## config.mk

```make
export PLATFORM = sky130hd
export DESIGN_NAME = pwm_modulator
export DESIGN_NICKNAME = d
export VERILOG_FILES = /design/src/rtl/pwm_modulator.sv
export SDC_FILE = /design/constraint.sdc
export NUM_CORES = 1
export LEC_CHECK = 0
export ABC_CLOCK_PERIOD_IN_PS = 3600
export CAP_MARGIN = 0
export CELL_PAD_IN_SITES_DETAIL_PLACEMENT = 0
export CELL_PAD_IN_SITES_GLOBAL_PLACEMENT = 2
export CORE_UTILIZATION = 50
export DETAILED_ROUTE_END_ITERATION = 6
export GPL_TIMING_DRIVEN = 1
export PLACE_DENSITY_LB_ADDON = 0.1
export SETUP_SLACK_MARGIN = 0.15
export SYNTH_ARGS = -nofsm -noshare
export SYNTH_HDL_FRONTEND = slang
export SYNTH_SLANG_ARGS = --single-unit
```

## constraint.sdc

```tcl
create_clock -name clk -period 3.6 [get_ports clk]
set_input_delay 0.72 -clock clk [delete_from_list [all_inputs] [get_ports clk]]
set_output_delay 0.72 -clock clk [all_outputs]
set_load 0.03 [all_outputs]
```

## src/rtl/pwm_modulator.sv

```systemverilog
// Sample FIFO feeding an 8-bit PWM generator; each buffered sample sets the
// duty for FRAMES_PER_SAMPLE frames of 256 clocks.
module pwm_modulator #(
  parameter int FIFO_DEPTH        = 16,
  parameter int FRAMES_PER_SAMPLE = 4
) (
  input  logic                          clk,
  input  logic                          rst,
  input  logic                          enable,
  input  logic [7:0]                    sample,
  input  logic                          new_sample,
  output logic                          pwm_out,
  output logic [$clog2(FIFO_DEPTH):0]   fifo_level,
  output logic                          overflow,
  output logic                          underrun
);

  localparam int AW = $clog2(FIFO_DEPTH);
  localparam int LW = AW + 1;
  localparam int FW = (FRAMES_PER_SAMPLE > 1) ? $clog2(FRAMES_PER_SAMPLE) : 1;
  localparam logic [FW-1:0] FRAME_LAST = FW'(FRAMES_PER_SAMPLE - 1);
  localparam logic [LW-1:0] LEVEL_FULL = LW'(FIFO_DEPTH);

  logic [7:0]    mem_q [FIFO_DEPTH];
  logic [AW-1:0] wr_ptr_q, rd_ptr_q;
  logic [LW-1:0] level_q, level_d;
  logic [7:0]    duty_q;
  logic [7:0]    pwm_cnt_q;
  logic [FW-1:0] frame_cnt_q, frame_cnt_d;
  logic          pwm_q, ovf_q, udr_q;
  logic          full, empty, tick, pop, push;

  always_comb begin
    full  = (level_q == LEVEL_FULL);
    empty = (level_q == '0);
    tick  = enable && (pwm_cnt_q == 8'hFF) && (frame_cnt_q == FRAME_LAST);
    pop   = tick && !empty;
    // A full FIFO still accepts a write when the same cycle frees a slot.
    push  = new_sample && (!full || pop);

    level_d = level_q;
    case ({push, pop})
      2'b10:   level_d = level_q + 1'b1;
      2'b01:   level_d = level_q - 1'b1;
      default: level_d = level_q;
    endcase

    frame_cnt_d = frame_cnt_q;
    if (pwm_cnt_q == 8'hFF) begin
      frame_cnt_d = (frame_cnt_q == FRAME_LAST) ? '0 : frame_cnt_q + 1'b1;
    end
  end

  // Sample storage carries no reset; only pointers and level define contents.
  always_ff @(posedge clk) begin
    if (push) begin
      mem_q[wr_ptr_q] <= sample;
    end
  end

  always_ff @(posedge clk or negedge rst) begin
    if (!rst) begin
      wr_ptr_q    <= '0;
      rd_ptr_q    <= '0;
      level_q     <= '0;
      duty_q      <= '0;
      pwm_cnt_q   <= '0;
      frame_cnt_q <= '0;
      pwm_q       <= 1'b0;
      ovf_q       <= 1'b0;
      udr_q       <= 1'b0;
    end else begin
      level_q <= level_d;
      ovf_q   <= new_sample && full && !pop;
      udr_q   <= tick && empty;
      if (push) begin
        wr_ptr_q <= wr_ptr_q + 1'b1;
      end
      if (pop) begin
        rd_ptr_q <= rd_ptr_q + 1'b1;
        duty_q   <= mem_q[rd_ptr_q];
      end
      // Disabling parks the counters at frame start; duty is retained.
      if (enable) begin
        pwm_cnt_q   <= pwm_cnt_q + 8'd1;
        frame_cnt_q <= frame_cnt_d;
        pwm_q       <= (pwm_cnt_q < duty_q);
      end else begin
        pwm_cnt_q   <= '0;
        frame_cnt_q <= '0;
        pwm_q       <= 1'b0;
      end
    end
  end

  assign pwm_out    = pwm_q;
  assign fifo_level = level_q;
  assign overflow   = ovf_q;
  assign underrun   = udr_q;

endmodule
```

==> impl_metrics.tcl <==
set metrics [dict create \
    seqPwrFrac 0.490 \
    grt_pass1_vias 3481 \
    setup_slack_ns 0.756 \
    power_density_nw_per_um2 620 \
    drive_above_1_share 0.202 \
    setup_tns_ns 0 \
    tritoncts "done" \
    cp.depth 10 \
    status "complete, no violations" \
    ys_ff_latch 162 \
    setup_violations 0 \
    combinationalPowerShare 0.128 \
    clk_pin_slew_ns 0.06 \
    seq_area_frac_synth 0.704 \
    htreeDepth 4 \
    crit_path_cell_trace "clkdlybuf4s50_1 -> nand2_1 -> nor3_1 -> nand3b_1 -> xnor2_1 -> ha_1 -> o31a_1 -> or4_1 -> o311a_1 -> a21o_1" \
    syn_to_final_growth_pct 16.4 \
    routedWlPerCell_um 20.0 \
    yosysWarnings 0 \
    drv_slew 0 \
    placed_cells 581 \
    syn_area_per_cell_um2 17.2 \
    grt_setup_unrepaired "no" \
    start_util 0.520 \
    fp-row-count 41 \
    syn_inst 388 \
    dieArea_um2 13800 \
    nNetsFinal 456 \
    finalCriticalPeriod_ns 2.84 \
    grt_max_degree 35 \
    holdWs_ns 0.370 \
    critPathKind "in -> reg" \
    ir_drop_mv 0.343 \
    cts_made_buffers 17 \
    worstSetupStartpointType "input pin" \
    drt-pass1-iter-count 4 \
    yosysUniqueCellTypes 45 \
    viasPerCell 5.53 \
    clk_latency_ns 0.42 \
    fin_skew_ns 0.0144 \
    antenna_found_initial 0 \
    hold_class "in -> async" \
    synth_fp_nets 416 \
    met1_usage 0.282 \
    final_cell_mix "128 x edfxtp_1, 33 x dfrtp_1, 32 x mux4_2" \
    track_usage 0.195 \
    reg2regPathDepth 10 \
    drt-total-wl_mm 12.2 \
    dp_hpwl_mm 7.81 \
    ios 20 \
    use_met2 0.293 \
    internal_power_w 0.00359 \
    fmax_ghz 0.352 \
    final_common_cell "edfxtp_1" \
    grt_pass1_wl_mm 19.7 \
    drc 0 \
    vias 3387 \
    use_met3 0.0368 \
    core_area_um2 12800 \
    cp_slowest_cell "clkdlybuf4s50_1" \
    final-instance-count-excl-fill 613 \
    postCtsSetupBuffers 0 \
    swShare 0.253 \
    syn_area_um2 6670 \
    clk_path_buf_depth 2 \
    cts-root-buf "clkbuf_16" \
    antenna_cells 0 \
    fp.dieW_um 118 \
    cp_max_fo 4 \
    leakagePower_nw 2.72 \
    cp-end-kind "flop" \
    grt.overflow.total 0 \
    final_antenna_net_count 0 \
    cts_resized 0 \
    drt_iter0_markers 237 \
    critical-path-top-delay-family "simple AND/OR/NAND/NOR gates" \
    worstMarginPinSlew_ns 0.779 \
    hold_viol 0 \
    clock_sink_count 162 \
    power_frac_clock 0.382 \
    cp.required_ns 3.91 \
    die_h_um 118 \
    path_buf_inv 1 \
    cp.arrival_ns 3.16 \
    switchingPower_w 0.00122 \
    post-route-period-util 0.790 \
    pre_cts_ws_ns 0.320 \
    drv_cap 0 \
    slowest_delay_ns 0.48 \
    slew_headroom 0.480 \
    gp_routability_congestion 0.743 \
    grt-busiest-layer "met2" \
    placement.io_buffers 19 \
    ctsHoldBuffers 0 \
]
-- kinds of logic after synthesis --
family,share of synthesized area
xor+xnor,0.0197
mux,0.115
flops,0.704
compound gates,0.0499
fa+ha+maj,0.0300
simple gates,0.0643
buf+inv,0.0178
-- metrics by stage --
| step | instance area (um^2) | utilization | power (W) |
|---|---|---|---|
| floorplan | 6670 | - | 0.00275 |
| global placement | 7160 | 0.558 | 0.00300 |
| detailed placement | 7160 | 0.558 | 0.00302 |
| CTS | 7760 | 0.605 | 0.00486 |
| global route | 7760 | 0.605 | 0.00500 |
| finish | 7760 | 0.605 | 0.00481 |
-- per-layer routing --
metal,share of wire,vias up
met1,0.45,1702
met5,0,-
met3,0.058,9
met2,0.49,83
li1,-,1593
met4,0.0095,0
-- area by class of cell --
| type | instances | area, um^2 |
|---|---|---|
| clock buffer | 18 | 429 |
| clock inverter | 14 | 175 |
| fill | 974 | 5060 |
| inverter | 11 | 41.3 |
| multi-input combinational | 197 | 1860 |
| sequential | 162 | 4700 |
| tap | 172 | 215 |
| timing repair buffer | 39 | 348 |
-- power by group through the flow --
stage	sequential (W)	combinational (W)	clock, W
CTS	0.00236	0.000627	0.00187
detailed placement	0.00239	0.000622	0
global route	0.00238	0.000680	0.00195
floorplan	0.00241	0.000346	0
global placement	0.00238	0.000617	0
finish	0.00235	0.000617	0.00184
-- cell usage after synthesis, drive strengths merged --
library cell / number / area (um^2)
nand2: 23 / 86.3
inv: 11 / 41.3
mux2i: 1 / 10.0
xor2: 5 / 43.8
nand2b: 7 / 43.8
or2: 1 / 6.26
a211oi: 1 / 7.51
a21oi: 4 / 20.0
mux4: 32 / 721
o21ai: 13 / 65.1
buf: 9 / 43.8
a22o: 8 / 70.1
o2111ai: 1 / 8.76
ha: 16 / 200
or4: 1 / 7.51
o211ai: 1 / 7.51
o31a: 1 / 8.76
nor2: 19 / 71.3
dfrtp: 34 / 851
nor2b: 7 / 43.8
a31oi: 2 / 12.5
nor3: 3 / 15.0
nor4: 1 / 21.3
o21a: 1 / 7.51
o311a: 1 / 10.0
or3: 3 / 18.8
a21boi: 1 / 7.51
nand4: 3 / 18.8
and3: 3 / 20.0
xnor2: 10 / 87.6
a221oi: 8 / 70.1
nand3b: 1 / 7.51
nand3: 4 / 25.0
mux2: 3 / 33.8
o31ai: 3 / 22.5
clkbuf: 9 / 33.8
and2: 7 / 43.8
edfxtp: 128 / 3840
a21o: 2 / 15.0
-- registers in the layout (all words and copies together), names as in the netlist --
signal and count:
pwm_cnt_q 8, underrun 1, frame_cnt_q 2, rd_ptr_q 4
fifo_level 5, duty_q 8, mem_q 128, overflow 1
wr_ptr_q 4, pwm_out 1
-- worst paths after layout --
path                              start       endpoint  slack (ns)
setup / recovery                 enable  fifo_level[4]        0.76
hold / removal                      rst  fifo_level[3]        0.37
setup reg to reg           pwm_cnt_q[0]  fifo_level[4]        0.77
hold reg to reg               duty_q[1]      duty_q[1]        0.48
max in group asynchronous           rst    rd_ptr_q[0]        2.67
min in group clk              duty_q[1]      duty_q[1]        0.48
No activity file was read; power rests on OpenSTA's default activity.
